[src/rtl/traffic_sel_gen.sv]
// traffic_sel_gen: per-frame vehicle pixel density, windowed average and hysteresis light/heavy mode offer
// Optional build macro TRAFFIC_SEL_OVERRIDE_EN adds sw_force/sw_val to force the committed mode.
module traffic_sel_gen #(
   parameter int CNT_W    = 17,
   parameter int AVG_LOG2 = 2,
   parameter int HIGH_TH  = 12000,
   parameter int LOW_TH   = 8000,
   parameter int HOLD_SEC = 5
) (
   input  logic             clk,
   input  logic             reset,
   input  logic             frame_start,
   input  logic             pix_valid,
   input  logic             pix_vehicle,
   input  logic             tick_sec,
   input  logic             tr_valid,
   output logic             traffic_sel,
   output logic             sel_valid,
   output logic [CNT_W-1:0] frame_density,
   output logic [CNT_W-1:0] avg_density,
   output logic             avg_update
`ifdef TRAFFIC_SEL_OVERRIDE_EN
   ,
   input  logic             sw_force,
   input  logic             sw_val
`endif
);
   localparam int SUM_W  = CNT_W + AVG_LOG2;
   localparam int HOLD_W = $clog2(HOLD_SEC + 1);
   localparam logic [CNT_W-1:0] HI_TH = CNT_W'(HIGH_TH);
   localparam logic [CNT_W-1:0] LO_TH = CNT_W'(LOW_TH);
   // bit 1 is the committed mode, bit 1 ^ bit 0 marks a pending offer
   typedef enum logic [1:0] {
      LIGHT      = 2'b00,
      PEND_HEAVY = 2'b01,
      HEAVY      = 2'b11,
      PEND_LIGHT = 2'b10
   } state_t;
   state_t               r_state, w_state_nxt;
   logic [CNT_W-1:0]     r_pix_cnt;
   logic [SUM_W-1:0]     r_sum;
   logic [AVG_LOG2-1:0]  r_idx;
   logic [HOLD_W-1:0]    r_hold;
   logic [SUM_W-1:0]     w_sum_nxt;
   logic                 w_hit, w_commit, w_force, w_force_val;
   assign w_hit     = pix_valid & pix_vehicle;
   assign w_sum_nxt = r_sum + SUM_W'(r_pix_cnt);
`ifdef TRAFFIC_SEL_OVERRIDE_EN
   assign w_force     = sw_force;
   assign w_force_val = sw_val;
`else
   assign w_force     = 1'b0;
   assign w_force_val = 1'b0;
`endif
   // saturating pixel counter; a vehicle pixel on frame_start belongs to the new frame
   always_ff @(posedge clk or negedge reset) begin
      if (!reset) begin
         r_pix_cnt     <= '0;
         frame_density <= '0;
      end else if (frame_start) begin
         frame_density <= r_pix_cnt;
         r_pix_cnt     <= CNT_W'(w_hit);
      end else if (w_hit && r_pix_cnt != '1) begin
         r_pix_cnt <= r_pix_cnt + 1'b1;
      end
   end
   // window accumulator; the last frame of the window publishes the average and clears
   always_ff @(posedge clk or negedge reset) begin
      if (!reset) begin
         r_sum       <= '0;
         r_idx       <= '0;
         avg_density <= '0;
         avg_update  <= 1'b0;
      end else begin
         avg_update <= 1'b0;
         if (frame_start && r_idx == '1) begin
            avg_density <= CNT_W'(w_sum_nxt >> AVG_LOG2);
            avg_update  <= 1'b1;
            r_sum       <= '0;
            r_idx       <= '0;
         end else if (frame_start) begin
            r_sum <= w_sum_nxt;
            r_idx <= r_idx + 1'b1;
         end
      end
   end
   // classifier state register
   always_ff @(posedge clk or negedge reset) begin
      if (!reset) r_state <= LIGHT;
      else        r_state <= w_state_nxt;
   end
   // hysteresis next state and handshake outputs; a commit beats a same-cycle cancel
   always_comb begin
      w_state_nxt = r_state;
      traffic_sel = r_state[1];
      sel_valid   = (r_state[1] ^ r_state[0]) & ~w_force;
      w_commit    = sel_valid & tr_valid;
      case (r_state)
         LIGHT:      if (avg_update && avg_density >= HI_TH && r_hold == '0) w_state_nxt = PEND_HEAVY;
         PEND_HEAVY: if (tr_valid) w_state_nxt = HEAVY;
                     else if (avg_update && avg_density < LO_TH) w_state_nxt = LIGHT;
         HEAVY:      if (avg_update && avg_density < LO_TH && r_hold == '0) w_state_nxt = PEND_LIGHT;
         PEND_LIGHT: if (tr_valid) w_state_nxt = LIGHT;
                     else if (avg_update && avg_density >= HI_TH) w_state_nxt = HEAVY;
      endcase
      if (w_force) w_state_nxt = w_force_val ? HEAVY : LIGHT;
   end
   // minimum hold between commits; a commit load beats a same-cycle tick
   always_ff @(posedge clk or negedge reset) begin
      if (!reset)                       r_hold <= '0;
      else if (w_force)                 r_hold <= '0;
      else if (w_commit)                r_hold <= HOLD_W'(HOLD_SEC);
      else if (tick_sec && r_hold != '0) r_hold <= r_hold - 1'b1;
   end
endmodule
[config.mk]
export PLATFORM = sky130hd
export DESIGN_NAME = traffic_sel_gen
export DESIGN_NICKNAME = d
export VERILOG_FILES = /design/src/rtl/traffic_sel_gen.sv
export SDC_FILE = /design/constraint.sdc
export NUM_CORES = 1
export LEC_CHECK = 0
export CAP_MARGIN = 10
export CORE_UTILIZATION = 50
export CTS_CLUSTER_DIAMETER = 40
export CTS_CLUSTER_SIZE = 20
export DETAILED_ROUTE_END_ITERATION = 6
export HOLD_SLACK_MARGIN = 0.15
export PLACE_DENSITY = 0.72
export SYNTH_ARGS = -nofsm -noshare
export SYNTH_HDL_FRONTEND = slang
export SYNTH_SLANG_ARGS = --single-unit
[constraint.sdc]
create_clock -name clk -period 5.65 [get_ports clk]
set_clock_uncertainty 0.15 [all_clocks]
set_input_delay 0.8475 -clock clk [delete_from_list [all_inputs] [get_ports clk]]
set_output_delay 0.8475 -clock clk [all_outputs]
set_load 0.02 [all_outputs]
== Yosys cells after proc, flatten, opt, wreduce, memory -nomap -nowiden ==
Cells that the tools add are included.

* Output and inout port bits: 37
* Word-level logic and storage cells: 56
* Register bits: 78
* Input port bits: 7

* Reductions and logical operators: 14
* Eq/ne operators: 9
* $add $sub $neg: 4
* Bitwise operators: 3
* Mux-type cells: 16
* Order comparisons: 2

{| class="wikitable"
|+ Operator list
! kind !! count
|-
| $mux 19 || 2
|-
| $mux 17 || 2
|-
| $add 19x17->19 || 1
|-
| $add 17x1->17 const B || 1
|-
| $ge 17x14->1 const B || 1
|-
| $lt 17x13->1 const B || 1
|-
| $ne 17x17->1 const B || 1
|-
| $mux 2 || 8
|-
| $pmux 2 s4 || 1
|-
| $logic_and 1x1->1 || 7
|-
| $eq 2x2->1 const B || 3
|-
| $mux 3 || 2
|-
| $ne 3x3->1 const B || 2
|-
| $reduce_bool 2->1 || 3
|-
| $ne 2x2->1 const B || 2
|-
| $reduce_and 4->1 || 1
|-
| $logic_not 3->1 || 1
|-
| $reduce_bool 3->1 || 1
|-
| $sub 3x1->3 const B || 1
|-
| $add 2x1->2 const B || 1
|-
| $and 1x1->1 || 2
|-
| $eq 2x1->1 const B || 1
|-
| $logic_not 2->1 || 1
|-
| $mux 1 || 1
|-
| $xor 1x1->1 || 1
|}

== Logic depth before layout (Yosys ltp) ==
Gate-level depths: netlist of the first run.

* Word-level depth: 5
* Mapped depth: 12

== Least setup slack after synthesis of the first run ==
Ideal clock, no wire load.

* Path type: register to register
* Start: register r_pix_cnt[6]
* End: register r_pix_cnt[9]
* Cell stages (with the launch flop): 13
* Data required time: 5.368 ns
* Setup slack: 2.828 ns
* Period minus slack after synthesis: 2.822 ns
* Data arrival time: 2.540 ns
* Cell sequence: dfrtp_1 and4_1 and3_1 and4_1 and3_1 ha_1 and3b_1 clkbuf_1 nand4_1 nor2_1 nand4_1 xor2_1 nor2_1

* Word-level cells in the longest chain between the ends: 3

{| class="wikitable"
|+ RTL lines
! element !! RTL line !! source
|-
| start, declared || 40 || <nowiki>logic [CNT_W-1:0] r_pix_cnt;</nowiki>
|-
| start signal, assigned || 62 || <nowiki>r_pix_cnt <= CNT_W'(w_hit);</nowiki>
|-
| start signal, assigned || 64 || <nowiki>r_pix_cnt <= r_pix_cnt + 1'b1;</nowiki>
|-
| $add 17x1->17 or $ne 17x17->1 (tied branches) || 64, 63 ||
|-
| $mux 17 or $logic_and 1x1->1 (tied branches) || 63 || <nowiki>end else if (w_hit && r_pix_cnt != '1) begin</nowiki>
|-
| $mux 17 or $reduce_bool 2->1 (tied branches) || n/a ||
|}

Several ways; a longest one is shown, not always the timed one. The select of a mux whose other input is x is not followed.
A chain may end at the register's enable or synchronous reset.

== Worst setup path in the final report of the first run ==
Same ends and word-level chain as after synthesis.

==> results.md, run 1 <==
- Pleak: ~2.3 nW
- Most common cell in the netlist: dfrtp_1
- # diodes: 0
- Hold crit path type: reg -> reg
- CTS tree: built
- Seq cells post-synth: 78
- Gate Count Post-Synth: around 400
- Final-report max-slew violation count: 0
- Initial Utilization: between 50% and 60%
- Top cell types by occurrence after synthesis: dfrtp_1 (78), nand2_1 (44), ha_1 (26), nor2_1 (26), o21ai_0 (24)
- Worst-Margin Slew: ~970 ps
- GRT Total Usage: between 20% and 30%
- Register area share after synthesis: about 47%
- Pin count of the biggest net entering global routing: ~80
- Post-layout worst setup margin: between 2000 and 2500 ps
- CP required: about 5700 ps
- CP Capture Type: flop
- CP Class: reg -> reg
- Worst-path fanout max: 7
- Primary FF master, synth: dfrtp_1
- Routed vias: 3065
- Final nets: 472
- Final ANT Viol Nets: 0
- Share of cells above drive strength 1: between 10% and 20%
- Placed Area: roughly 0.0046 sq mm
- Antenna violations before repair: 0
- Crit path time final: about 3200 ps
- Status: finished clean
- CTS buffer count: 9
- Post-Syn Area: between 0.004 and 0.005 sq mm
- Global-route wire length before repair: 14400 um
- Hold_buf cts: 0
- Row cnt: 32
- Final setup viols: 0
- Top-Level Pins: 44
- Buffers on Ports: between 40 and 50
- Total core area: between 0.007 and 0.008 sq mm
- Vias in the first global route: between 2k and 3k
- Clk pin slew, worst setup/hold paths: ~70 ps
- Final TNS setup: 0 ps
- Yosys top cell by area: dfrtp_1
- Power per cell area: just over 300 mW/mm^2
- Post-placement setup slack: between 2000 and 2500 ps
- Tcrit/Tclk final: ~57%
- Gpl congestion: 0.827
- CP Launch Type: flop
- Clock sinks: 78
- Area growth, synth to finish: 17.2%
- Cts repair resizes: 0
- Root Driver: clkbuf_8
- Top post-synthesis cells by area: dfrtp_1 (47%), ha_1 (7.9%), mux2_2 (5.2%)
- CP arrival: approximately 3300 ps
- Cell area after layout: 0.00484 sq mm
- Post-layout power: between 1 and 1.5 mW
- CTS H-tree lvls: 3
- Max Clk Rate: ~310 MHz
- 1st-pass router iterations: 5
- RSZ-0062 raised after global routing: no
- Setup bufs post-CTS: 0
- Slew headroom: 35.6%
- Die H: between 90 and 100 um
- Die X: between 90 and 100 um
- Number of flops mapped to enable cells by yosys: 0
- Later-pin clock latency in the skew report: 340 ps
- Post-layout util: between 60% and 70%
- Max Cap Viol: 0
- 1st-iter DRT viols: approximately 130
- Worst hold stages: 2
- Syn_nets: between 400 and 500
- Congestion Overflow GR: 0
- YS warnings: 0
- Yosys top cell area share: a little under half
- Hpwl dp: 5960 um
- Die area: 0.00863 sq mm
- WL/cell: between 15 and 20 um
- Ys async rst share: between 90% and 100%
- Final Hold Fails: 0
- R2R Setup Slk: about 2400 ps
- Clock Path Buffers: 2
- VDD IR max: ~0.13 mV
- Drt drc: 0
- Drt total wl: between 8000 and 9000 um
- Reg2Reg Depth: 11
- Via/cell ratio: around 5.6
- Count of different cell masters after synthesis: 50
- Mean Syn Cell Area: approximately 10 sq um
routing by layer:
metal  up-vias  GRT usage [%]  part of all wire (%)  routed length [um]
met2        61           33.1                    45                3710
met3        11           3.12                   3.3                 276
li1       1514              -                     -                   -
met5         -              0                     0                   0
met4         0           7.31                   1.4                 115
met1      1479           30.4                    51                4180
stage by stage:
stage | hold WS [ps] | instances
after floorplan | 306 | 397
after global placement | 315 | 529
after detailed placement | 323 | 529
after CTS | 340 | 545
after global routing | 367 | 545
final | 329 | 545
logic make-up after synthesis:
kind of cell	Yosys count	synth area share, %
XOR/XNOR	28	5.94
AND/OR/NAND/NOR	111	12.7
multiplexers	22	5.91
AO/OA/AOI/OAI	102	17.2
buffers and inverters	29	2.64
adder cells (fa/ha/maj)	27	8.36
flip-flops	78	47.3
worst max-delay path: stages, from the launching register on:
cell and delay [ps]:
dfrtp_1 470, and4_1 270, and3_1 220, and4_1 230, and3_1 170, ha_1 200
and3b_1 380, nand4_1 220, nor2_1 370, nand4_1 180, xor2_1 170, nor2_1 50
sequential cells by signal, indices dropped and copies added (netlist names), named ones only:
signal / count
r_sum: 19
frame_density: 17
r_pix_cnt: 17
r_hold: 3
r_idx: 2
avg_density: 17
r_state: 1
avg_update: 1
layout by cell type, fill, tap and decap left out, types with 2 or more instances in the layout:
master           netlist  final
nor2_1                26     26
and4_1                 2      2
xor2_1                20     20
a21oi_1               18     18
o211ai_1               6      6
clkinv_2               0      3
and2_1                 2      2
nand4_1                8      8
dfrtp_1               78     78
a21o_1                 9      9
buf_4                  0      2
nand2_1               44     44
o31ai_1                2      2
and3_1                 6      6
mux2i_1                3      3
o2bb2ai_1             14     14
clkbuf_8               0     11
nand2b_1               2      2
o21ai_0               24     24
o21bai_1               3      3
a211o_1                4      4
xnor2_1                8      8
clkdlybuf4s50_1        0     42
o32ai_1                2      2
a211oi_1               2      2
o21a_1                 2      2
inv_1                 15     15
a31oi_1                4      4
mux2_2                19     19
nor3_1                 4      4
ha_1                  26     26
nand3_1                9      9
final cells by class:
class | instances | area, sq um
clock inverters | 4 | 45.0
repair buffers | 44 | 435
fillers | 650 | 3010
flip-flops and latches | 78 | 1950
well taps | 102 | 128
inverters | 15 | 56.3
multi-input cells | 290 | 2070
clock buffers | 12 | 155
where the power goes:
| group | internal (mW) | switching (mW) | total, mW | leakage, nW |
|---|---|---|---|---|
| sequential | 0.620 | 0.0519 | 0.672 | 1.06 |
| combinational | 0.167 | 0.217 | 0.383 | 1.11 |
| clock | 0.226 | 0.190 | 0.417 | 0.106 |
| total | 1.01 | 0.459 | 1.47 | 2.28 |
final timing paths:
kind | endpoint | from
setup / recovery | r_pix_cnt[9] | r_pix_cnt[6]
hold / removal | avg_density[4] | avg_density[4]
setup reg to reg | r_pix_cnt[9] | r_pix_cnt[6]
hold reg to reg | avg_density[4] | avg_density[4]
max in group asynchronous | r_sum[8] | reset
min in group asynchronous | r_idx[1] | reset
Power figures use the tool's default switching activity.
==> run 2, diff against run 1 <==
==> constraint.sdc (replaced) <==
create_clock -name clk -period 3 [get_ports clk]
set_clock_uncertainty 0.15 [all_clocks]
set_input_delay 0.45 -clock clk [delete_from_list [all_inputs] [get_ports clk]]
set_output_delay 0.45 -clock clk [all_outputs]
set_load 0.02 [all_outputs]
==> run 2 against run 1 <==
Compared with the run above:
- sequential cell count is the same
- maximum frequency up 16%
- register-to-register slack lost 2200 ps
- sequential share of layout area fell by 0.89 points
- final area increased by 2.2%
- largest power group unchanged
- power grew 97%
- clock power is 110% higher
- worst setup slack lost 2200 ps
- via count grew 1.8%
- highest routed layer unchanged
- sequential power up 88%
- combinational power grew 97%
- die area stayed put
==> results.md, run 2 (same netlist as run 1, synthesis figures left out) <==
- Status: finished clean
- Pleak: 2.33 nW (+2.2%)
- CP Class: reg -> reg
- Pin count of the biggest net entering global routing: 79 (unchanged)
- Origin of the critical flop-to-flop path: r_pix_cnt[7]
- Global-route wire length before repair: 14800 um (+2.8%)
- Post-layout util: 63.1% (+1.4 points)
- CTS H-tree lvls: 3 (unchanged)
- Row cnt: 32 (unchanged)
- Final nets: 482 (+2.1%)
- Largest register FFs: 19 (unchanged)
- # diodes: 0 (unchanged)
- 1st-iter DRT viols: 109 (-13%)
- Reg2Reg Depth: 11 (unchanged)
- Placed Area: 0.00470 sq mm (+1.3%)
- WHS: 328 ps (-1.23 ps)
- Cell area after layout: 0.00495 sq mm (+2.2%)
- Post-placement setup slack: 153 ps (-2290 ps)
- R2R Setup Slk: 210 ps (-2220 ps)
- Antenna violations before repair: 0 (unchanged)
- Total core area: 0.00785 sq mm (unchanged)
- Share of cells above drive strength 1: 12.2% (+2.0 points)
- Worst hold stages: 2 (unchanged)
- CTS tree: built
- Max Cap Viol: 0 (unchanged)
- CP Capture Type: flop
- GRT Total Usage: 22.0% (+0.75 points)
- Initial Utilization: 52.6% (unchanged)
- CP arrival: 2860 ps (-410 ps)
- Final TNS setup: 0 ps (unchanged)
- WL/cell: 15.8 um (+3.9%)
- Die H: 92.9 um (unchanged)
- CP required: 3070 ps (-2640 ps)
- Die area: 0.00863 sq mm (unchanged)
- Most frequent cells in the layout: dfrtp_1 (78), nand2_1 (44), clkdlybuf4s50_1 (42)
- Clock Path Buffers: 2 (unchanged)
- Drt total wl: 8750 um (+5.6%)
- Crit path time final: 2790 ps (-432 ps)
- Slew headroom: 35.5% (-0.13 points)
- Final Hold Fails: 0 (unchanged)
- Final setup viols: 0 (unchanged)
- Congestion Overflow GR: 0 (unchanged)
- Post-layout power: 2.90 mW (+97%)
- Max Clk Rate: 359 MHz (+16%)
- Routed vias: 3121 (+1.8%)
- Vias in the first global route: 3048 (+1.8%)
- Root Driver: clkbuf_8
- Final-report max-slew violation count: 0 (unchanged)
- CTS buffer count: 9 (unchanged)
- Hpwl dp: 6290 um (+5.6%)
- Top-Level Pins: 44 (unchanged)
- VDD IR max: 0.285 mV (+130%)
- Final ANT Viol Nets: 0 (unchanged)
- Clk pin slew, worst setup/hold paths: 80 ps (about the same)
- Most common cell after layout, fill and taps aside: dfrtp_1
- CP Launch Type: flop
- Area growth, synth to finish: 19.8%
- Placed cell count: 537 (+1.5%)
- Post-layout worst setup margin: 213 ps (-2220 ps)
- Worst-path fanout max: 6 (-1)
- Die X: 92.9 um (unchanged)
- Layout Cells excl Fill: 554 (+1.7%)
- Gpl congestion: 0.862 (+4.3%)
- 1st-pass router iterations: 4 (-1)
- Worst-Margin Slew: 968 ps (+1.94 ps)
- Via/cell ratio: 5.63 (+0.17%)
- Buffers on Ports: 43 (unchanged)
- Power per cell area: 585 mW/mm^2 (+92%)
- Tcrit/Tclk final: 92.9% (+36 points)
- Worst r2r dst: r_pix_cnt[9]
- Drt drc: 0 (unchanged)
- Later-pin clock latency in the skew report: 350 ps (about the same)
- Hold Path Sink: avg_density[4]
- Clock sinks: 78 (unchanged)
- Min-delay src: avg_density[4]
- Hold crit path type: reg -> reg
- Largest Register: r_sum
## run 2: cell type report
type	count	area [sq um]
well taps	102	128
flip-flops and latches	78	1950
clock inverters	3	67.6
multi-input cells	290	2080
fillers	656	2900
inverters	15	56.3
clock buffers	12	155
repair buffers	54	513
## run 2: repair_timing
action,CTS,global route
endpoints found under the hold margin,16,0
buffers inserted,0,1
hold buffers,1,0
setup endpoints to repair,0,6
resized for setup,0,3
## run 2: report_power, final
| part | switching [mW] | internal [mW] |
|---|---|---|
| clock | 0.372 | 0.510 |
| combinational | 0.423 | 0.332 |
| sequential | 0.0928 | 1.17 |
| total | 0.887 | 2.01 |
## run 2: worst max path at each step
stage | from | endpoint | depth (start not counted)
floorplan | r_pix_cnt[6] | r_pix_cnt[9] | 12
global placement | r_pix_cnt[7] | r_pix_cnt[9] | 11
detailed placement | r_pix_cnt[7] | r_pix_cnt[9] | 11
CTS | r_pix_cnt[7] | r_pix_cnt[11] | 11
global route | r_pix_cnt[7] | r_pix_cnt[11] | 11
finish | r_pix_cnt[7] | r_pix_cnt[9] | 11
## run 2: layer usage
layer / global-route usage [%] / vias up / part of all wire, %
met1: 31.1 / 1514 / 49
met4: 8.46 / 0 / 1.2
met2: 34.1 / 68 / 45
met5: 0 / - / 0
li1: - / 1529 / -
met3: 3.37 / 10 / 4.1
## run 2: worst max-delay path, cell delays in order, from the launching register on
cell and delay [ps]:
dfrtp_1 450, and4_1 240, and3_1 220, and4_1 230, and3_1 170, ha_1 200
and3b_1 260, nand4_1 220, nor2_4 210, nand4_1 130, xor2_1 150, nor2_1 50
